--- src/rtl/mem_arb_pkg.sv ---
// rtl/mem_arb_pkg.sv - shared encodings for the memory port arbiter
package mem_arb_pkg;

   typedef enum logic [1:0] {
      ARB_IDLE = 2'd0,
      ARB_BUSY = 2'd1,
      ARB_DONE = 2'd2
   } arb_state_e;

   // grant identifiers, also the encoding of the last-grant register
   localparam logic GNT_IF = 1'b0;
   localparam logic GNT_D  = 1'b1;

   // read data returned by a transaction that hit the watchdog
   localparam int unsigned ERR_RDATA = 0;

   // dm_ctrl access-width codes shared with the data memory
   localparam logic [2:0] DM_WORD          = 3'd0;
   localparam logic [2:0] DM_HALFWORD      = 3'd1;
   localparam logic [2:0] DM_HALFWORD_UNS  = 3'd2;
   localparam logic [2:0] DM_BYTE          = 3'd3;
   localparam logic [2:0] DM_BYTE_UNS      = 3'd4;

endpackage

--- src/rtl/arb_watchdog.sv ---
// rtl/arb_watchdog.sv - BUSY-cycle counter that flags a stuck memory transaction
module arb_watchdog #(
   parameter int TIMEOUT = 255
) (
   input  logic clk,
   input  logic rst,
   input  logic i_clr,
   input  logic i_en,
   output logic o_expired
);

   localparam int CW = (TIMEOUT > 0) ? $clog2(TIMEOUT + 1) : 1;

   logic [CW-1:0] r_cnt;

   // count enabled cycles, holding at the limit so a late clear still sees it expired
   always_ff @(posedge clk or negedge rst) begin
      if (!rst) begin
         r_cnt <= '0;
      end else if (i_clr) begin
         r_cnt <= '0;
      end else if (i_en && !o_expired) begin
         r_cnt <= r_cnt + 1'b1;
      end
   end

   // TIMEOUT of zero means the watchdog never fires
   assign o_expired = (TIMEOUT != 0) && (r_cnt == CW'(TIMEOUT));

endmodule

--- src/rtl/mem_port_arbiter.sv ---
// rtl/mem_port_arbiter.sv - IF/MEM sharing of one memory port; MEM_ARB_RR_EN selects round-robin priority
module mem_port_arbiter
   import mem_arb_pkg::*;
#(
   parameter int AW      = 32,
   parameter int DW      = 32,
   parameter int TIMEOUT = 255
) (
   input  logic          clk,
   input  logic          rst,
   input  logic          if_req,
   input  logic [AW-1:0] if_addr,
   output logic [DW-1:0] if_rdata,
   output logic          if_ack,
   input  logic          d_req,
   input  logic          d_we,
   input  logic [2:0]    d_ctrl,
   input  logic [AW-1:0] d_addr,
   input  logic [DW-1:0] d_wdata,
   output logic [DW-1:0] d_rdata,
   output logic          d_ack,
   output logic          bus_req,
   output logic          bus_we,
   output logic [2:0]    bus_ctrl,
   output logic [AW-1:0] bus_addr,
   output logic [DW-1:0] bus_wdata,
   input  logic [DW-1:0] bus_rdata,
   input  logic          bus_ready,
   output logic          stall_if,
   output logic          stall_mem,
   output logic          bus_err
);

   arb_state_e    r_state;
   logic          r_gnt;
   logic          r_bus_req;
   logic          r_bus_we;
   logic [2:0]    r_bus_ctrl;
   logic [AW-1:0] r_bus_addr;
   logic [DW-1:0] r_bus_wdata;
   logic          r_if_ack;
   logic          r_d_ack;
   logic [DW-1:0] r_if_rdata;
   logic [DW-1:0] r_d_rdata;
   logic          r_bus_err;

   logic          w_any_req;
   logic          w_gnt;
   logic          w_expired;
   logic          w_finish;
   logic [DW-1:0] w_rdata;

   assign w_any_req = if_req | d_req;

`ifdef MEM_ARB_RR_EN
   logic r_last_gnt;

   // on contention hand the port to whoever did not get it last time
   always_comb begin
      w_gnt = GNT_IF;
      if (if_req && d_req) begin
         w_gnt = ~r_last_gnt;
      end else if (d_req) begin
         w_gnt = GNT_D;
      end
   end

   // remember the most recent grant
   always_ff @(posedge clk or negedge rst) begin
      if (!rst) begin
         r_last_gnt <= GNT_IF;
      end else if (r_state == ARB_IDLE && w_any_req) begin
         r_last_gnt <= w_gnt;
      end
   end
`else
   // the MEM stage holds the older instruction, so it always wins
   assign w_gnt = d_req ? GNT_D : GNT_IF;
`endif

   arb_watchdog #(.TIMEOUT(TIMEOUT)) u_watchdog (
      .clk       (clk),
      .rst       (rst),
      .i_clr     (r_state == ARB_IDLE),
      .i_en      (r_state == ARB_BUSY),
      .o_expired (w_expired)
   );

   // a ready response takes precedence over a watchdog expiring in the same cycle
   assign w_finish = bus_ready | w_expired;
   assign w_rdata  = bus_ready ? bus_rdata : DW'(ERR_RDATA);

   // arbitration FSM with registered bus, ack, rdata and error outputs
   always_ff @(posedge clk or negedge rst) begin
      if (!rst) begin
         r_state     <= ARB_IDLE;
         r_gnt       <= GNT_IF;
         r_bus_req   <= 1'b0;
         r_bus_we    <= 1'b0;
         r_bus_ctrl  <= DM_WORD;
         r_bus_addr  <= '0;
         r_bus_wdata <= '0;
         r_if_ack    <= 1'b0;
         r_d_ack     <= 1'b0;
         r_if_rdata  <= '0;
         r_d_rdata   <= '0;
         r_bus_err   <= 1'b0;
      end else begin
         case (r_state)
            ARB_IDLE: begin
               if (w_any_req) begin
                  r_gnt     <= w_gnt;
                  r_bus_req <= 1'b1;
                  r_state   <= ARB_BUSY;
                  if (w_gnt == GNT_D) begin
                     r_bus_addr  <= d_addr;
                     r_bus_we    <= d_we;
                     r_bus_ctrl  <= d_ctrl;
                     r_bus_wdata <= d_wdata;
                  end else begin
                     r_bus_addr  <= if_addr;
                     r_bus_we    <= 1'b0;
                     r_bus_ctrl  <= DM_WORD;
                     r_bus_wdata <= '0;
                  end
               end
            end
            ARB_BUSY: begin
               if (w_finish) begin
                  r_bus_req <= 1'b0;
                  r_bus_err <= ~bus_ready;
                  r_state   <= ARB_DONE;
                  if (r_gnt == GNT_D) begin
                     r_d_rdata <= w_rdata;
                     r_d_ack   <= 1'b1;
                  end else begin
                     r_if_rdata <= w_rdata;
                     r_if_ack   <= 1'b1;
                  end
               end
            end
            ARB_DONE: begin
               r_if_ack  <= 1'b0;
               r_d_ack   <= 1'b0;
               r_bus_err <= 1'b0;
               r_state   <= ARB_IDLE;
            end
            default: begin
               r_state <= ARB_IDLE;
            end
         endcase
      end
   end

   assign bus_req   = r_bus_req;
   assign bus_we    = r_bus_we;
   assign bus_ctrl  = r_bus_ctrl;
   assign bus_addr  = r_bus_addr;
   assign bus_wdata = r_bus_wdata;
   assign if_ack    = r_if_ack;
   assign d_ack     = r_d_ack;
   assign if_rdata  = r_if_rdata;
   assign d_rdata   = r_d_rdata;
   assign bus_err   = r_bus_err;
   assign stall_if  = if_req & ~r_if_ack;
   assign stall_mem = d_req & ~r_d_ack;

endmodule

--- config.mk ---
export PLATFORM = sky130hd
export DESIGN_NAME = mem_port_arbiter
export DESIGN_NICKNAME = d
export VERILOG_FILES = /design/src/rtl/mem_arb_pkg.sv /design/src/rtl/arb_watchdog.sv /design/src/rtl/mem_port_arbiter.sv
export SDC_FILE = /design/constraint.sdc
export NUM_CORES = 1
export LEC_CHECK = 0
export ABC_AREA = 1
export CORE_AREA = 2 2 132 134
export CTS_BUF_LIST = sky130_fd_sc_hd__clkbuf_16
export CTS_CLUSTER_DIAMETER = 150
export DETAILED_ROUTE_END_ITERATION = 7
export DIE_AREA = 0 0 134 136
export GPL_ROUTABILITY_DRIVEN = 0
export GPL_TIMING_DRIVEN = 0
export PLACE_DENSITY = 0.77
export SYNTH_ARGS = -nofsm -noshare
export SYNTH_HDL_FRONTEND = slang
export SYNTH_SLANG_ARGS = --single-unit
--- constraint.sdc ---
create_clock -name clk -period 1.4 [get_ports clk]
set_input_delay 0.14 -clock clk [delete_from_list [all_inputs] [get_ports clk]]
set_output_delay 0.14 -clock clk [all_outputs]
set_load 0.01 [all_outputs]
Yosys cells after proc, flatten, opt, wreduce, memory -nomap -nowiden
Cells that the tools add are included.
Word-level totals
  flip-flop bits (word level): 147
  output and inout port bits: 138
  word-level logic and storage cells: 65
Operators by class
  $add $sub $neg: 1
  equality and inequality tests: 7
  mux-type cells: 22
  bitwise logic cells: 8
  reductions and logical operators: 14
Operators with widths (number)
  32-bit two-way mux: 3
  8-bit two-way mux: 2
  3-bit AND reduction: 5
  1-bit two-way mux: 9
  8-bit by 1-bit adder with 8-bit output, second input constant: 1
  8-bit equality test, second input constant: 1
  2-bit inequality test, second input constant: 4
  1-bit case mux with 2 select lines: 4
  2-bit AND reduction: 3
  2-bit nonzero test: 3
  2-bit two-way mux: 2
  1-bit inverter: 4
  2-bit case mux with 2 select lines: 1
  3-bit two-way mux: 1
  1-bit bitwise AND: 2
  2-bit by 1-bit equality test with 1-bit output, second input constant: 1
  2-bit equality test, second input constant: 1
  2-bit logical NOT: 1
  1-bit OR: 2
  1-bit logical AND: 1
  1-bit logical NOT: 1

Depth between registers and ports, before layout
Gate-level depths: netlist of the first run.
  depth in word-level cells: 5
  depth in mapped cells: 9
  mapped depth without buffers: 8

Hierarchy
From an unflattened synthesis of the first run, not the netlist that was laid out.
Unflattened totals
  cell total of the unflattened synthesis: 766
  area total of the unflattened synthesis: 6398.6 sq um
By module, submodules not included
  mem_port_arbiter: instances 1, cells each 696, area an instance 5890.6 sq um
  arb_watchdog: instances 1, cells each 70, area an instance 508.0 sq um

Least setup slack after synthesis of the first run
No wires, ideal clock.
  path type: register to register
  from: register u_watchdog.r_cnt[0]
  to: register r_if_rdata[23], in the netlist if_rdata[23]
  setup time: 117 ps
  arrival time: 1303 ps
  data required time: 1283 ps
  path slack: -20 ps
  stages on the path, launching flop included: 10
  clock period less this slack: 1420 ps
  cells stage by stage: dfrtp_1 > ha_1 > nand2_1 > nor2_2 > nand2_4 > nand2_4 > nand3_4 > buf_6 > nand2_2 > nand2_1
Between the ends
  longest elaborated chain between the ends: 3
RTL lines
  from (decl): line arb_watchdog.sv:14  | logic [CW-1:0] r_cnt;
  from (signal assigned): line arb_watchdog.sv:23  | r_cnt <= r_cnt + 1'b1;
  8-bit equality test: line arb_watchdog.sv:28  | assign o_expired = (TIMEOUT != 0) && (r_cnt == CW'(TIMEOUT));
  1-bit OR: line mem_port_arbiter.sv:90  | assign w_finish = bus_ready | w_expired;
  3-bit AND reduction (no source line)
  to (signal assigned): line mem_port_arbiter.sv:137  | r_if_rdata <= w_rdata;
  to (decl): line mem_port_arbiter.sv:43  | logic [DW-1:0] r_if_rdata;
Every way passes these cells.
A chain may end at the register's enable or synchronous reset.

Worst setup path in the final report of the first run
  from: register u_watchdog.r_cnt[0]
  to: register r_d_rdata[3], in the netlist d_rdata[3]
Between the ends
  longest elaborated chain between the ends: 3
RTL lines
  8-bit equality test: line arb_watchdog.sv:28
  1-bit OR: line mem_port_arbiter.sv:90
  3-bit AND reduction (no source line)
  to (signal assigned): line mem_port_arbiter.sv:134  | r_d_rdata <= w_rdata;
  to (decl): line mem_port_arbiter.sv:44  | logic [DW-1:0] r_d_rdata;
Every way passes these cells.

==> results of run 1 <==
flip-flops by register name (all words and copies together) (netlist names):
name	flops
bus_err	1
d_rdata	32
if_rdata	32
if_ack	1
r_state	2
bus_ctrl	3
u_watchdog.r_cnt	8
r_gnt	1
bus_addr	32
bus_wdata	32
bus_req	1
d_ack	1
bus_we	1
worst reg2reg max path, delay by kind of cell, from the launching register on:
family	cells	cell delay (ns)
simple gates	7	0.62
flops	1	0.39
buf+inv	1	0.20
fa+ha+maj	1	0.17
layer usage:
metal  share of wire [%]  wire (um)  global-route usage [%]  up-vias
li1                    -          -                       -     3011
met3                 9.4       1980                    8.31       33
met2                  48      10100                    37.5      274
met5                   0          0                       0        -
met4                 2.1        433                    7.68        0
met1                  40       8470                    27.2     3004
logic make-up after synthesis:
group	share of synthesized area, %
adders and majority gates	0.198
DFF	58.2
buffers and inverters	5.70
xor gates and xnor gates	0.277
and+or+nand+nor	31.7
AOI/OAI and AO/OA	3.90
cell usage after synthesis:
library cell,instances
nand2_4,2
dfrtp_1,147
buf_1,1
clkinv_1,3
nand3_4,2
buf_2,15
buf_4,6
nor2_1,42
buf_6,6
clkbuf_1,26
nor2_2,1
nand2_2,9
ha_1,1
nand2_1,285
xor2_1,2
o21ai_0,6
o21ai_1,1
a21oi_1,1
inv_1,16
nand4_1,65
nand3_1,50
a31oi_1,32
o22ai_1,1
through the flow:
| step | std cells | TNS, ns |
|---|---|---|
| after floorplan | 720 | -0.262 |
| after CTS | 1260 | -5.64 |
| final | 1271 | -2.43 |
| after global placement | 1218 | -888.37 |
| after global routing | 1271 | -7.18 |
| after detailed placement | 1219 | -36.20 |
final cells by class:
| class | instances | area [sq um] |
|---|---|---|
| flip-flops and latches | 147 | 3680 |
| clock buffers | 17 | 425 |
| repair buffers | 292 | 2810 |
| inverters | 19 | 81.3 |
| multi-input cells | 502 | 2510 |
| well taps | 225 | 282 |
| plain buffers | 54 | 374 |
| clock inverters | 15 | 205 |
| fillers | 1483 | 6510 |
worst max path at each step:
stage                                           end                       startpoint  cells after the start
after CTS                   if_rdata[5]$_DFFE_PN0P_  u_watchdog.r_cnt[0]$_DFFE_PN0P_                      9
final                        d_rdata[3]$_DFFE_PN0P_  u_watchdog.r_cnt[0]$_DFFE_PN0P_                      9
after global placement    bus_wdata[25]$_DFFE_PN0P_                              rst                      1
after floorplan            if_rdata[23]$_DFFE_PN0P_  u_watchdog.r_cnt[0]$_DFFE_PN0P_                      9
after global routing         d_rdata[3]$_DFFE_PN0P_  u_watchdog.r_cnt[0]$_DFFE_PN0P_                      9
after detailed placement   if_rdata[25]$_DFFE_PN0P_                        bus_ready                      5
where the power goes:
group	internal [mW]	total, mW	leakage (nW)	switching [mW]
clock	3.01	4.89	0.306	1.89
combinational	4.40	9.76	3.09	5.36
sequential	6.20	7.41	1.82	1.22
what timing repair did:
item | 4_1_cts | 5_1_grt
buffers inserted | 4 | 5
gates cloned | 4 | 6
pin swaps | 3 | 5
gates resized for setup | 200 | 67
hold endpoints to repair | 72 | 0
setup endpoints to repair | 276 | 110
hold buffers | 1 | 0
==> results_dict.tcl, run 1 <==
set metrics [dict create \
    worst-setup-path-type "reg -> reg" \
    syn_area_per_cell_sq_um 8.78 \
    final_cell_mix "nand2_1, dfrtp_1, dlygate4sd2_1, clkdlybuf4s50_1, nand4_1" \
    drc 0 \
    cp_top_family "simple AND/OR/NAND/NOR gates" \
    cts_root_buf "clkbuf_16" \
    whs_ns 0.277 \
    finalPower_mw 22.1 \
    grt_max_degree 76 \
    vias 6322 \
    cts.htree.levels 4 \
    crit_path_end_kind "flip-flop" \
    worstHoldEndpoint "bus_wdata[21]$_DFFE_PN0P_" \
    clk_pin_slew_ns 0.07 \
    drive_above_1_share_pct 16.6 \
    cts_made_buffers 17 \
    cp_cell_sequence "ha_4 -> nand2_4 -> nor2_4 -> nand2_4 -> nand2_8 -> nand3_4 -> buf_6 -> nand2_2 -> nand2_2" \
    setup_slack_ns -0.0727 \
    drtIter0Drc 351 \
    synth-seq-area-share_pct 58.2 \
    wire_per_inst_um 16.5 \
    rsz0062_at_grt "yes" \
    leakagePower_nw 5.21 \
    reg2reg_setup_slack_ns -0.07 \
    globalRoute.totalOverflow 0 \
    hpwlAfterDp_mm 14.5 \
    std_cell_rows 48 \
    netlist.area_leader.share_pct 58.2 \
    antenna_cells 0 \
    worstSetupStartpointType "flip-flop" \
    postRouteAntennaNets 0 \
    synth_area_sq_mm 0.00632 \
    syn_inst 720 \
    setup_violations 50 \
    hold_start "d_wdata[21]" \
    ys_seq_elements 147 \
    finClkSkew_ns 0.0108 \
    core_area_sq_mm 0.0169 \
    peakVddDrop_mv 1.13 \
    synth_top_cells_by_area "dfrtp_1, nand2_1, nand4_1, nand3_1, a31oi_1" \
    slew_violations 0 \
    synth_nets 858 \
    cts_buffer_depth 2 \
    run_status "finished, violations left" \
    cp_slowest_stage_delay_ns 0.39 \
    antenna_found_initial 0 \
    fin_crit_sh_pct 105 \
    power_density_mw_per_mm2 2130 \
    postPlaceCellArea_sq_mm 0.00937 \
    stdcell_area_sq_mm 0.0104 \
    areaGrowthSynthToFinish_pct 64.1 \
    timing.critical_path.buf_inv 1 \
    vias_per_cell 4.97 \
    dieArea_sq_mm 0.0182 \
    max_freq_ghz 0.679 \
    start_util_pct 37.4 \
    clock_latency_ns 0.42 \
    first_global_vias 6239 \
    r2r-start "u_watchdog.r_cnt[0]$_DFFE_PN0P_" \
    ys_types 23 \
    clock_sinks 147 \
    finalHoldViolations 0 \
    critPathSlowestCell "dfrtp_1" \
    die_w_um 134 \
    grtUsageTotal_pct 22.6 \
    crit_required_ns 1.70 \
    yosys_warnings 0 \
    io_pins 275 \
    grt_pass1_wl_mm 32.3 \
    dpl_worst_slack_ns -0.361 \
    io_buffers 273 \
    hp-class "in -> reg" \
    wl_mm 20.9 \
    worstPathMaxFanout 5 \
    fp.dieH_um 136 \
    tritoncts "yes" \
    worst_slew_pin_slew_ns 0.699 \
    slew_headroom_pct 53.4 \
    reg2reg_to "d_rdata[3]$_DFFE_PN0P_" \
    layout_commonest_cell "nand2_1" \
    yosysTopAreaCell "dfrtp_1" \
    utilization_pct 61.4 \
    holdPathStages 3 \
    failed_checks "setup timing" \
    finalNetCount 1171 \
    max-cap-violations 0 \
    reg2regPathDepth 9 \
    drt_first_pass_iters 4 \
    crit_arrival_ns 1.77 \
    finalCriticalPeriod_ns 1.47 \
]
(Power assumes the default switching activity.)
==> inputs of run 2 (changes only) <==
- SLEW_MARGIN: unset -> 20
==> results_dict.tcl, run 2 (synthesized netlist as in run 1, its figures left out) <==
set metrics [dict create \
    peakVddDrop_mv 1.02 \
    finalNetCount 1171 \
    finClkSkew_ns 0.0109 \
    power_density_mw_per_mm2 2140 \
    core_area_sq_mm 0.0169 \
    worstSetupStartpointType "flip-flop" \
    wire_per_inst_um 16.6 \
    path_common_cell "nand2_4" \
    cp_cell_sequence "ha_4 -> nand2_4 -> nor2_4 -> nand2_4 -> nand2_4 -> buf_12 -> nand3_2 -> buf_6 -> nand2_1 -> nand2_1" \
    setup_tns_ns -4.98 \
    worst_slew_pin_slew_ns 0.543 \
    max_freq_ghz 0.640 \
    grt_max_degree 79 \
    io_pins 275 \
    run_status "finished, violations left" \
    failed_checks "setup timing" \
    cts_buffer_depth 2 \
    grtUsageTotal_pct 22.8 \
    stdcell_area_sq_mm 0.0104 \
    wl_mm 21.1 \
    postPlaceCellArea_sq_mm 0.00937 \
    postRouteAntennaNets 0 \
    antenna_cells 0 \
    hp-class "in -> async" \
    leakagePower_nw 5.23 \
    cts_root_buf "clkbuf_16" \
    whs_ns 0.277 \
    fp.dieH_um 136 \
    globalRoute.totalOverflow 0 \
    dieArea_sq_mm 0.0182 \
    cp_top_family "simple AND/OR/NAND/NOR gates" \
    tritoncts "yes" \
    start_util_pct 37.4 \
    clk_pin_slew_ns 0.06 \
    drtIter0Drc 344 \
    final_cell_mix "nand2_1, dfrtp_1, dlygate4sd2_1, clkdlybuf4s50_1, nand4_1" \
    slew_violations 0 \
    utilization_pct 61.5 \
    finalHoldViolations 0 \
    crit_path_end_kind "flip-flop" \
    setup_slack_ns -0.163 \
    clock_sinks 147 \
    max-cap-violations 0 \
    drt_first_pass_iters 5 \
    cp_slowest_stage_delay_ns 0.39 \
    drc 0 \
    std_cell_rows 48 \
    fin_crit_sh_pct 112 \
    cts.htree.levels 4 \
    worstPathMaxFanout 5 \
    crit_required_ns 1.69 \
    slew_headroom_pct 63.8 \
    io_buffers 273 \
    cts_made_buffers 17 \
    finalCriticalPeriod_ns 1.56 \
    die_w_um 134 \
    first_global_vias 6197 \
    critPathSlowestCell "dfrtp_1" \
    worst-setup-path-type "reg -> reg" \
    timing.critical_path.buf_inv 2 \
    rsz0062_at_grt "yes" \
    path_depth 10 \
    vias_per_cell 4.99 \
    clock_latency_ns 0.42 \
    setup_violations 64 \
    layout_commonest_cell "nand2_1" \
    hpwlAfterDp_mm 14.5 \
    reg2regPathDepth 10 \
    drive_above_1_share_pct 16.1 \
    areaGrowthSynthToFinish_pct 64.3 \
    antenna_found_initial 0 \
    crit_arrival_ns 1.86 \
    grt_pass1_wl_mm 32.5 \
    vias 6343 \
]
## run 2: worst paths after layout
| kind | startpoint | to | slack, ns |
|---|---|---|---|
| worst max-delay path | u_watchdog.r_cnt[0]$_DFFE_PN0P_ | d_rdata[19]$_DFFE_PN0P_ | -0.16 |
| worst min-delay path | rst | d_rdata[3]$_DFFE_PN0P_ | 0.28 |
| worst max register to register | u_watchdog.r_cnt[0]$_DFFE_PN0P_ | d_rdata[19]$_DFFE_PN0P_ | -0.16 |
| worst min register to register | bus_wdata[18]$_DFFE_PN0P_ | bus_wdata[18]$_DFFE_PN0P_ | 0.46 |
| max in group asynchronous | rst | bus_ctrl[1]$_DFFE_PN0P_ | 0.36 |
| min in group clk | d_wdata[21] | bus_wdata[21]$_DFFE_PN0P_ | 0.28 |
## run 2: final cells by class
cell class / count / area [sq um]
clock inverter: 15 / 238
fill: 1470 / 6490
clock buffer: 17 / 425
multi-input combinational: 502 / 2510
tap: 225 / 282
inverter: 19 / 78.8
timing repair buffer: 294 / 2820
buffer: 52 / 360
sequential: 147 / 3680
## run 2: stage by stage
stage / worst slack [ns] / instances / total power, mW
2_1_floorplan: -0.0152 / 720 / 11.7
3_3_place_gp: -5.83 / 1218 / 17.2
3_5_place_dp: -0.340 / 1219 / 17.4
4_1_cts: -0.155 / 1265 / 21.7
5_1_grt: -0.221 / 1271 / 23.6
6_report: -0.163 / 1271 / 22.2
## run 2: metal layers
metal  up-vias  wire [um]  GRT usage, %  part of all wire, %
li1       3019          -             -                    -
met1      3022       8290          27.5                   39
met2       277      10500          38.4                   50
met3        25       1950          7.79                  9.2
met4         0        379          7.51                  1.8
met5         -          0             0                    0
## run 2: power breakdown
part | switching (mW) | internal, mW | leakage, nW
clock | 1.80 | 3.33 | 0.321
combinational | 5.37 | 4.32 | 3.09
sequential | 1.22 | 6.20 | 1.82
total | 8.38 | 13.8 | 5.23
## run 2: repair_timing
action | in CTS | in global routing
hold endpoints to repair | 69 | 0
hold buffers | 1 | 0
resized for setup | 188 | 76
gates cloned | 5 | 4
pin swaps | 4 | 5
setup endpoints to repair | 276 | 132
setup buffers | 9 | 4
